## src/rtl/adc_sample_scheduler.sv

```systemverilog
// adc_sample_scheduler: start-event generation, trigger/done handshake
// and per-channel averaging for one LTC2320 octal-ADC driver.
//
// Ports:
//   clk, rst_n           clock, asynchronous active-low reset
//   enable               0 stops new start events, timer held at 0
//   mode                 0 = period timer, 1 = sync_in rising edge
//   period_cycles        timer period in clk cycles (values < 2 act as 2)
//   sync_in              carrier sync, a rising edge is a start event
//   avg_shift            average 2^avg_shift conversions per result
//   adc_trigger          trigger to driver, held until adc_done falls
//   adc_done             driver idle flag (low while converting)
//   adc_data_valid       driver data strobe, observed by assertions only
//   adc_data             8 x 15-bit samples, channel 1 in [14:0]
//   out_data, out_valid  averaged result and its one-cycle update pulse
//   overrun_count        saturating count of dropped start events
//   timeout_err          sticky handshake timeout flag
//   err_clear            clears timeout_err and overrun_count
module adc_sample_scheduler #(
    parameter int PERIOD_W       = 16,
    parameter int TIMEOUT_CYCLES = 1024
) (
    input  logic                clk,
    input  logic                rst_n,
    input  logic                enable,
    input  logic                mode,
    input  logic [PERIOD_W-1:0] period_cycles,
    input  logic                sync_in,
    input  logic [1:0]          avg_shift,
    output logic                adc_trigger,
    input  logic                adc_done,
    input  logic                adc_data_valid,
    input  logic [119:0]        adc_data,
    output logic [119:0]        out_data,
    output logic                out_valid,
    output logic [15:0]         overrun_count,
    output logic                timeout_err,
    input  logic                err_clear
);

    localparam int NCH  = 8;
    localparam int CW   = 15;
    localparam int AW   = 18;
    localparam int TO_W = $clog2(TIMEOUT_CYCLES + 1);

    typedef enum logic [1:0] {
        S_IDLE,
        S_REQ,
        S_BUSY,
        S_CAPTURE
    } state_t;

    state_t                 state_q, state_d;
    logic [PERIOD_W-1:0]    timer_q, timer_d;
    logic [PERIOD_W-1:0]    per_eff, per_last;
    logic                   sync_q, sync_prev_q;
    logic                   tmr_evt, sync_evt, evt;
    logic                   pending_q, pending_d, consume;
    logic [15:0]            ovr_q, ovr_d;
    logic                   terr_q, terr_d;
    logic [TO_W-1:0]        to_q, to_d;
    logic                   to_expired, to_hit, cap;
    logic [NCH-1:0][AW-1:0] acc_q, acc_d, sum;
    logic [3:0]             cnt_q, cnt_d, cnt_inc;
    logic [1:0]             shift_q, shift_d, shift_eff;
    logic                   win_done;
    logic [NCH*CW-1:0]      out_q, out_d;
    logic                   ov_q, ov_d;

    // ---------------- start events ----------------
    always_comb begin
        per_eff  = (period_cycles < PERIOD_W'(2)) ? PERIOD_W'(2)
                                                  : period_cycles;
        per_last = per_eff - PERIOD_W'(1);
        timer_d  = '0;
        tmr_evt  = 1'b0;
        if (enable && !mode) begin
            // >= so a period shrunk below the current count still wraps
            if (timer_q >= per_last) begin
                tmr_evt = 1'b1;
            end else begin
                timer_d = timer_q + PERIOD_W'(1);
            end
        end
        sync_evt = sync_q & ~sync_prev_q;
        evt      = enable & (mode ? sync_evt : tmr_evt);
    end

    // ---------------- handshake FSM ----------------
    assign to_expired = (to_q == TO_W'(TIMEOUT_CYCLES - 1));

    always_comb begin
        state_d     = state_q;
        adc_trigger = 1'b0;
        consume     = 1'b0;
        to_d        = to_q;
        to_hit      = 1'b0;
        cap         = 1'b0;
        unique case (state_q)
            S_IDLE: begin
                if (pending_q) begin
                    consume     = 1'b1;
                    adc_trigger = 1'b1;
                    to_d        = '0;
                    state_d     = S_REQ;
                end
            end
            S_REQ: begin
                // driver ignores trigger during its dead time: hold it
                adc_trigger = 1'b1;
                to_d        = to_q + TO_W'(1);
                if (!adc_done) begin
                    to_d    = '0;
                    state_d = S_BUSY;
                end else if (to_expired) begin
                    to_hit  = 1'b1;
                    state_d = S_IDLE;
                end
            end
            S_BUSY: begin
                to_d = to_q + TO_W'(1);
                if (adc_done) begin
                    state_d = S_CAPTURE;
                end else if (to_expired) begin
                    to_hit  = 1'b1;
                    state_d = S_IDLE;
                end
            end
            S_CAPTURE: begin
                cap     = 1'b1;
                state_d = S_IDLE;
            end
            default: state_d = S_IDLE;
        endcase
    end

    // ---------------- pending / error flags ----------------
    always_comb begin
        pending_d = pending_q;
        if (consume) begin
            pending_d = 1'b0;
        end
        // an event on the consume cycle re-arms rather than overruns
        if (evt) begin
            pending_d = 1'b1;
        end
        ovr_d = ovr_q;
        if (err_clear) begin
            ovr_d = '0;
        end else if (evt && pending_q && !consume && ovr_q != 16'hFFFF) begin
            ovr_d = ovr_q + 16'd1;
        end
        terr_d = terr_q;
        if (err_clear) begin
            terr_d = 1'b0;
        end
        if (to_hit) begin
            terr_d = 1'b1;
        end
    end

    // ---------------- averaging ----------------
    // shift is latched on the first capture of a window so a mid-window
    // change of avg_shift only affects the next window
    assign shift_eff = (cnt_q == 4'd0) ? avg_shift : shift_q;
    assign cnt_inc   = cnt_q + 4'd1;
    assign win_done  = (cnt_inc == (4'd1 << shift_eff));

    always_comb begin
        acc_d   = acc_q;
        cnt_d   = cnt_q;
        shift_d = shift_q;
        out_d   = out_q;
        ov_d    = 1'b0;
        for (int ch = 0; ch < NCH; ch++) begin
            sum[ch] = acc_q[ch] + AW'(adc_data[ch*CW +: CW]);
        end
        if (cap) begin
            shift_d = shift_eff;
            if (win_done) begin
                for (int ch = 0; ch < NCH; ch++) begin
                    out_d[ch*CW +: CW] = CW'(sum[ch] >> shift_eff);
                end
                acc_d = '0;
                cnt_d = '0;
                ov_d  = 1'b1;
            end else begin
                acc_d = sum;
                cnt_d = cnt_inc;
            end
        end else if (to_hit) begin
            acc_d = '0;
            cnt_d = '0;
        end
    end

    // ---------------- registers ----------------
    always_ff @(posedge clk or negedge rst_n) begin
        if (!rst_n) begin
            state_q     <= S_IDLE;
            timer_q     <= '0;
            sync_q      <= 1'b0;
            sync_prev_q <= 1'b0;
            pending_q   <= 1'b0;
            ovr_q       <= '0;
            terr_q      <= 1'b0;
            to_q        <= '0;
            acc_q       <= '0;
            cnt_q       <= '0;
            shift_q     <= '0;
            out_q       <= '0;
            ov_q        <= 1'b0;
        end else begin
            state_q     <= state_d;
            timer_q     <= timer_d;
            sync_q      <= sync_in;
            sync_prev_q <= sync_q;
            pending_q   <= pending_d;
            ovr_q       <= ovr_d;
            terr_q      <= terr_d;
            to_q        <= to_d;
            acc_q       <= acc_d;
            cnt_q       <= cnt_d;
            shift_q     <= shift_d;
            out_q       <= out_d;
            ov_q        <= ov_d;
        end
    end

    assign out_data      = out_q;
    assign out_valid     = ov_q;
    assign overrun_count = ovr_q;
    assign timeout_err   = terr_q;

    // ---------------- assertions ----------------
    a_no_trig_busy: assert property (
        @(posedge clk) disable iff (!rst_n)
        (state_q == S_BUSY) |-> !adc_trigger
    );

    a_dv_known: assert property (
        @(posedge clk) disable iff (!rst_n)
        !$isunknown(adc_data_valid)
    );

endmodule

```

## config.mk

```make
export PLATFORM = sky130hd
export DESIGN_NAME = adc_sample_scheduler
export DESIGN_NICKNAME = d
export VERILOG_FILES = /design/src/rtl/adc_sample_scheduler.sv
export SDC_FILE = /design/constraint.sdc
export NUM_CORES = 1
export LEC_CHECK = 0
export BUFFER_PORTS_ARGS = -buffer_cell sky130_fd_sc_hd__buf_2
export CAP_MARGIN = 20
export CORE_UTILIZATION = 50
export CTS_BUF_LIST = sky130_fd_sc_hd__clkbuf_8
export DETAILED_ROUTE_END_ITERATION = 6
export HOLD_SLACK_MARGIN = 0.08
export PLACE_DENSITY = 0.7
export SETUP_SLACK_MARGIN = 0.05
export SLEW_MARGIN = 5
export SYNTH_ARGS = -nofsm -noshare
export SYNTH_HDL_FRONTEND = slang
export SYNTH_SLANG_ARGS = --single-unit
```

## constraint.sdc

```tcl
create_clock -name clk -period 7.95 [get_ports clk]
set_input_delay 1.1925 -clock clk [delete_from_list [all_inputs] [get_ports clk]]
set_output_delay 1.1925 -clock clk [all_outputs]
set_load 0.1 [all_outputs]
```

==> results.cfg, run 1 <==
[drt]
routedWlPerCell_microns = 19.0
drt-pass1-iter-count = 5
ant_nets = 0
vias = 19700
viasPerCell = 6.04
routed_wl_mm = 61.8
drtIter0Drc = 1191
remaining_drc_errors = 0

[worst_setup_path]
worstPathArrival_ns = 6.78
cpMostUsedCell = a21o_1
cp_max_fo = 10
critPathBufInv = 3
startpoint_type = primary input
path_class = in2reg
worstPathRequired_ns = 8.48
slowest_stage = or4_4
cpLargestDelayFamily = simple AND/OR/NAND/NOR gates
path_cells = buf_2 > or4_4 > or3_1 > or4_4 > nor4b_2 > inv_1 > o21ai_0 > ha_1 > nand2_1 > nor4_1 > xnor2_1 > ha_1 > a21o_1 > a21o_1 > a21o_1 > a2111oi_0 > o21a_1 > or3b_2 > a21oi_1 > buf_4 > nor3b_1 > mux2_2
max_stage_delay_ns = 0.53
endpoint_kind = register

[timing]
finalCriticalPeriod_ns = 6.25
finalSetupTns_ns = 0
fin_skew_ns = 0.0370
timing.fmax_mhz = 160
relSlewSlack = 0.245
worst_slew_pin_slew_ns = 1.13
setup_viol = 0
finalHoldViolCount = 0
period_share = 0.786
slew_violations = 0
rsz0062_at_grt = no
timing.final.ws_setup_ns = 1.70

[hold_path]
hold_class = reg2reg

[cts]
cts_setup_buffers = 0
clkSlewWorstSetupHoldPaths_ns = 0.06
root_buffer = clkbuf_8
cts_tree = yes
clock_latency_ns = 0.67
clk_path_buf_depth = 3
ctsHtreeMaxLevel = 2
cts_made_buffers = 58
cts_hold_buf = 0
cts_resized = 0
numClockSinks = 320

[die]
die_area_sq_um = 43900
start_util = 0.510
io_pins = 285
dieHeight_microns = 210
coreArea_sq_um = 42200
die_x_microns = 210
core.rowCount = 75

[layout]
area_growth_pct = 13.8
final_common_cell = dfrtp_1
drive_gt1_frac = 0.162
final_cell_area_sq_um = 24500
final_util = 0.580
nNetsFinal = 2973
final_cell_mix = dfrtp_1 (320), nand2_1 (303), buf_2 (282)

[yosys]
synthAdderAreaFrac = 0.0923
synth_xor_area_frac = 0.0541
syn_area_per_cell_sq_um = 8.81
synthTopCellsByArea = dfrtp_1 (37%), ha_1 (8.5%), o21ai_0 (5.7%)
synth_seq_cells = 320
yosysTopAreaCellShare = 0.372
synthDistinctLibCells = 86
yosys_most_used_dff = dfrtp_1
synth-edff-count = 0
yosysSeqAreaShare = 0.372
async_flop_share = 1.00
synth_top_family_by_area = compound AO/OA/AOI/OAI gates
yosysWarnings = 0
synth_nets = 2744
syn-cell-area_sq_um = 21500
post-synth-top-area-cell = dfrtp_1
synthSimpleGateAreaFrac = 0.154
synth_compound_gate_area_share = 0.262
syn_inst = 2444
synthMuxAreaShare = 0.0358

[job]
max-cap-violations = 0

[place]
preCtsSetupSlack_ns = 1.07
gp_congestion = 0.911
dpl_cell_area_sq_um = 23300
hpwl_mm = 41.4
portBuffers = 283

[global_route]
antenna_found_initial = 3
grt_max_degree = 190
grt_first_pass_wirelength_mm = 100
grt_pass1_vias = 19600
overflow = 0
grt.total_usage = 0.282

[status]
status = finished clean
-- cells in the mapped netlist, drive strengths merged, types with 24 or more instances --
library cell,count
nor2,229
nand2,304
mux2,24
ha,146
a21oi,168
mux2i,50
xor2,38
a22o,113
nand3,53
a211oi,55
dfrtp,320
nand2b,28
xnor2,95
o21a,28
clkbuf,86
inv,33
nor3,29
buf,42
a21o,61
o21ai,252
-- metal layers --
metal / GRT usage / vias to the layer above / part of all wire
met3: 0.0504 / 150 / 0.057
met5: 0 / - / 0.00074
li1: - / 9444 / -
met4: 0.106 / 6 / 0.032
met2: 0.466 / 599 / 0.47
met1: 0.367 / 9498 / 0.44
-- flip-flops by register name, summed over array words and instances, names as in the netlist, 2 cells and up --
register	count
acc_q	144
out_data	120
overrun_count	16
timer_q	16
to_q	11
cnt_q	4
shift_q	2
state_q	2
-- layout make-up --
class | instances | area [sq um]
inverter | 33 | 124
clock buffer | 78 | 1070
antenna | 1 | 2.50
clock inverter | 29 | 130
tap | 539 | 674
timing repair buffer | 297 | 1570
sequential | 320 | 8010
multi-input combinational | 1963 | 12900
fill | 3753 | 17700
-- final timing paths --
| path | depth (start not counted) | end | slack [ns] | from |
|---|---|---|---|---|
| setup / recovery | 22 | overrun_count[10] | 1.70 | period_cycles[8] |
| hold / removal | 0 | sync_prev_q | 0.39 | sync_q |
| setup reg to reg | 12 | out_data[14] | 2.63 | cnt_q[0] |
| hold reg to reg | 0 | sync_prev_q | 0.39 | sync_q |
| max in group asynchronous | 2 | sync_q | 5.94 | rst_n |
| min in group asynchronous | 1 | out_data[61] | 0.50 | rst_n |
-- cells by family after synthesis --
family          after synthesis
mux                          74
flops                       320
xor+xnor                    133
compound gates              856
buf+inv                     161
fa+ha+maj                   154
simple gates                746
-- stage by stage --
step	std cells	hold slack [ns]
2_1_floorplan	2444	0.355
3_3_place_gp	3152	0.369
3_5_place_dp	3152	0.371
4_1_cts	3259	0.394
5_1_grt	3259	0.404
6_report	3260	0.392
Power of run 1 is not shown: default switching activity piles up to over one toggle a cycle in this logic, so the estimate is an artifact.
==> run 2, diff against run 1 <==
--- a/config.mk
+++ b/config.mk
@@ -11,7 +11,7 @@
 export CTS_BUF_LIST = sky130_fd_sc_hd__clkbuf_8
 export DETAILED_ROUTE_END_ITERATION = 6
 export HOLD_SLACK_MARGIN = 0.08
-export PLACE_DENSITY = 0.7
+export PLACE_DENSITY = 0.72
 export SETUP_SLACK_MARGIN = 0.05
 export SLEW_MARGIN = 5
 export SYNTH_ARGS = -nofsm -noshare
==> constraint.sdc (replaced) <==
create_clock -name clk -period 5.75 [get_ports clk]
set_input_delay 0.8625 -clock clk [delete_from_list [all_inputs] [get_ports clk]]
set_output_delay 0.8625 -clock clk [all_outputs]
set_load 0.1 [all_outputs]
==> run 2 against run 1 <==
Die area stayed put. Clock skew shrank 0.018 ns. Core utilization is 0.49 points higher. Final cell count up 0.34%. Largest cell class unchanged. Critical endpoint unchanged.
==> results.cfg, run 2 (same netlist as run 1, synthesis figures left out) <==
[global_route]
antenna_found_initial = 2
grt_first_pass_wirelength_mm = 99.4
grt_max_degree = 190
grt.total_usage = 0.279
overflow = 0
grt_pass1_vias = 19200

[cts]
clock_latency_ns = 0.66
cts_hold_buf = 0
ctsHtreeMaxLevel = 2
cts_setup_buffers = 0
cts_resized = 0
cts_tree = yes
numClockSinks = 320
clk_path_buf_depth = 3
cts_made_buffers = 58
clkSlewWorstSetupHoldPaths_ns = 0.06
root_buffer = clkbuf_8

[die]
core.rowCount = 75
coreArea_sq_um = 42200
start_util = 0.510
die_x_microns = 210
io_pins = 285
die_area_sq_um = 43900
dieHeight_microns = 210

[hold_path]
hold_class = in2async

[worst_setup_path]
path_cells = buf_2 > or4_4 > or3_1 > or4_4 > nor4b_2 > inv_1 > o21ai_0 > ha_1 > nand2_1 > nor3_1 > xnor2_1 > ha_1 > a21o_1 > a21o_1 > a2111oi_0 > o21a_1 > or3b_2 > a21oi_1 > buf_4 > nor3b_1 > mux2_2
cp_num_cells = 21
worstPathRequired_ns = 6.28
critPathBufInv = 3
startpoint_type = primary input
cp_max_fo = 10
path_class = in2reg
rr_worst_depth = 12
max_stage_delay_ns = 0.54
slowest_stage = or4_4
worstPathArrival_ns = 5.78
endpoint_kind = register
cpLargestDelayFamily = simple AND/OR/NAND/NOR gates

[layout]
largest_reg_flops = 144
final_common_cell = dfrtp_1
regMostFlops = acc_q
nNetsFinal = 2990
final_cell_mix = dfrtp_1 (320), nand2_1 (303), buf_2 (282)
multi_input_comb_area_sq_um = 12900
seqCellArea_sq_um = 8010
fillers = 3769
drive_gt1_frac = 0.167
antenna-diode-count = 0
area_growth_pct = 14.8

[timing]
relSlewSlack = 0.270
rsz0062_at_grt = no
worst_slew_pin_slew_ns = 1.07
fin_skew_ns = 0.0189
finalCriticalPeriod_ns = 5.25
holdWs_ns = 0.199
setup_viol = 0
timing.fmax_mhz = 191
slew_violations = 0
period_share = 0.913
finalHoldViolCount = 0

[drt]
routed_wl_mm = 61.8
drtIter0Drc = 1805
routedWlPerCell_microns = 18.9
drt-pass1-iter-count = 6
viasPerCell = 6.07
remaining_drc_errors = 0
vias = 19900
ant_nets = 0

[status]
status = finished clean

[place]
gp_congestion = 0.906
portBuffers = 283
hpwl_mm = 41.9

[job]
max-cap-violations = 0
run 2: per-layer routing:
layer  global-route usage  part of all wire
met4                0.106             0.030
met5                    0           0.00042
met2                0.459              0.47
met3               0.0473             0.062
met1                0.367              0.44
run 2: cell type report:
type	instances	share of cell area
repair buffers	314	0.0703
flip-flops and latches	320	0.324
well taps	539	0.0273
clock buffers	71	0.0395
multi-input cells	1963	0.523
inverters	33	0.00501
clock inverters	31	0.0106
run 2: final timing paths:
path	startpoint	to	slack, ns
min	rst_n	out_data[46]	0.20
min in group clk	sync_in	sync_q	0.34
max in group asynchronous	rst_n	overrun_count[2]	4.30
max reg2reg	cnt_q[0]	out_data[12]	1.12
max	period_cycles[8]	overrun_count[10]	0.50
min reg2reg	sync_q	sync_prev_q	0.38
run 2: worst register-to-register path: cells and delay by family (launching register included):
kind / cells / cell delay, ns
buf+inv: 3 / 0.81
flops: 1 / 0.45
mux: 1 / 0.63
compound gates: 3 / 0.68
simple gates: 4 / 1.84
fa+ha+maj: 1 / 0.17
run 2: per-stage QoR:
| step | utilization | cells | setup WS [ns] | TNS (ns) | instance area, sq um |
|---|---|---|---|---|---|
| after global routing | 0.585 | 3271 | 0.182 | 0 | 24700 |
| after global placement | 0.555 | 3167 | -0.0257 | -0.0473 | 23400 |
| final | 0.585 | 3271 | 0.502 | 0 | 24700 |
| after detailed placement | 0.555 | 3167 | -0.104 | -0.230 | 23400 |
| after floorplan | - | 2444 | 0.0726 | 0 | 21500 |
| after CTS | 0.584 | 3269 | 0.583 | 0 | 24700 |
Power of run 2 is left out for the same reason.
==> run 3, diff against run 2 <==
--- a/config.mk
+++ b/config.mk
@@ -7,13 +7,13 @@
 export LEC_CHECK = 0
 export BUFFER_PORTS_ARGS = -buffer_cell sky130_fd_sc_hd__buf_2
 export CAP_MARGIN = 20
+export CORE_ASPECT_RATIO = 0.7
 export CORE_UTILIZATION = 50
 export CTS_BUF_LIST = sky130_fd_sc_hd__clkbuf_8
 export DETAILED_ROUTE_END_ITERATION = 6
 export HOLD_SLACK_MARGIN = 0.08
 export PLACE_DENSITY = 0.72
 export SETUP_SLACK_MARGIN = 0.05
-export SLEW_MARGIN = 5
 export SYNTH_ARGS = -nofsm -noshare
 export SYNTH_HDL_FRONTEND = slang
 export SYNTH_SLANG_ARGS = --single-unit
==> run 3 against run 2 <==
Critical path depth is 1 lower. Final cell count is 0.76% higher. Die area hardly changed.
==> results.cfg, run 3 (same netlist as run 1, synthesis figures left out) <==
[timing]
period_share = 0.923
timing.fmax_mhz = 189
fin_skew_ns = 0.0250
worst_slew_pin_slew_ns = 1.06
finalCriticalPeriod_ns = 5.30
holdWs_ns = 0.316
setup_viol = 0
relSlewSlack = 0.274
rsz0062_at_grt = no
timing.final.ws_setup_ns = 0.445
finalHoldViolCount = 0
finalSetupTns_ns = 0
slew_violations = 0

[worst_setup_path]
path_cells = buf_2 > or4_4 > or3_1 > or4_4 > nor4b_2 > inv_1 > o21ai_0 > ha_1 > nand2_1 > nor3_4 > xnor2_1 > ha_1 > a21o_1 > a21o_1 > o21bai_1 > or3b_2 > a21oi_1 > buf_4 > nor3b_1 > mux2_2
path_class = in2reg
slowest_stage = or4_4
cpLargestDelayFamily = simple AND/OR/NAND/NOR gates
startpoint_type = primary input
worstPathArrival_ns = 5.80
max_stage_delay_ns = 0.53
critPathBufInv = 3
endpoint_kind = register
worstPathRequired_ns = 6.25
cp_max_fo = 6

[layout]
seqCellArea_sq_um = 8010
nNetsFinal = 2997
fillers = 3709
final_util = 0.585
drive_gt1_frac = 0.171
final_cell_mix = dfrtp_1 (320), nand2_1 (303), buf_2 (282)
regMostFlops = acc_q
area_growth_pct = 15.3
largest_reg_flops = 144
multi_input_comb_area_sq_um = 12900
final_common_cell = dfrtp_1

[die]
die_x_microns = 250
coreArea_sq_um = 42400
start_util = 0.508
core.rowCount = 63
die_area_sq_um = 43900
io_pins = 285
dieHeight_microns = 176

[global_route]
grt_first_pass_wirelength_mm = 102
grt_pass1_vias = 19100
grt.total_usage = 0.288
overflow = 0
antenna_found_initial = 5
grt_max_degree = 137

[job]
max-cap-violations = 0

[cts]
cts_hold_buf = 0
cts_tree = yes
numClockSinks = 320
root_buffer = clkbuf_8
cts_made_buffers = 55
clk_path_buf_depth = 3
clkSlewWorstSetupHoldPaths_ns = 0.06
clock_latency_ns = 0.62
cts_setup_buffers = 0
ctsHtreeMaxLevel = 2

[drt]
drt-pass1-iter-count = 5
ant_nets = 0
routed_wl_mm = 64.6
remaining_drc_errors = 0
viasPerCell = 6.06
vias = 20000
routedWlPerCell_microns = 19.6
drtIter0Drc = 1489

[place]
hpwl_mm = 44.4
portBuffers = 283
preCtsSetupSlack_ns = -0.163
gp_congestion = 0.901

[hold_path]
hold_class = in2async

[status]
status = finished clean
-- run 3: cell count changes in the layout (fill, tap and decap cells not counted), sizes merged --
cell | previous run | this run
inv | 47 | 44
diode | 0 | 5
buf | 314 | 324
bufinv | 5 | 4
clkbuf | 71 | 72
-- run 3: timing repair --
action                                  CTS  global route
hold endpoints to repair                  0             0
gates resized for setup                   0             3
endpoints found under the setup margin    0             8
-- run 3: final timing paths --
path	startpoint	endpoint	slack (ns)	cells after the start
max in group asynchronous	rst_n	overrun_count[0]	4.27	2
setup reg to reg	cnt_q[0]	out_data[44]	1.38	11
hold reg to reg	sync_q	sync_prev_q	0.39	0
min in group clk	sync_in	sync_q	0.35	1
setup / recovery	period_cycles[8]	overrun_count[10]	0.45	20
hold / removal	rst_n	out_data[60]	0.32	1
-- run 3: per-layer routing --
layer  share of wire  track usage
met1            0.47        0.413
met2            0.44        0.448
met3           0.068       0.0492
met4           0.024       0.0800
met5               0            0
-- run 3: final cells by class --
cell class,count,share of cell area
clock inverter,27,0.00892
tap,552,0.0278
timing repair buffer,324,0.0742
sequential,320,0.323
multi-input combinational,1963,0.521
inverter,33,0.00499
antenna,5,0.000504
clock buffer,72,0.0399
-- run 3: per-stage QoR --
stage | cells | area (sq um)
2_1_floorplan | 2444 | 21500
6_report | 3296 | 24800
5_1_grt | 3294 | 24800
4_1_cts | 3289 | 24800
3_3_place_gp | 3189 | 23500
3_5_place_dp | 3190 | 23500
Power of run 3 is left out for the same reason.
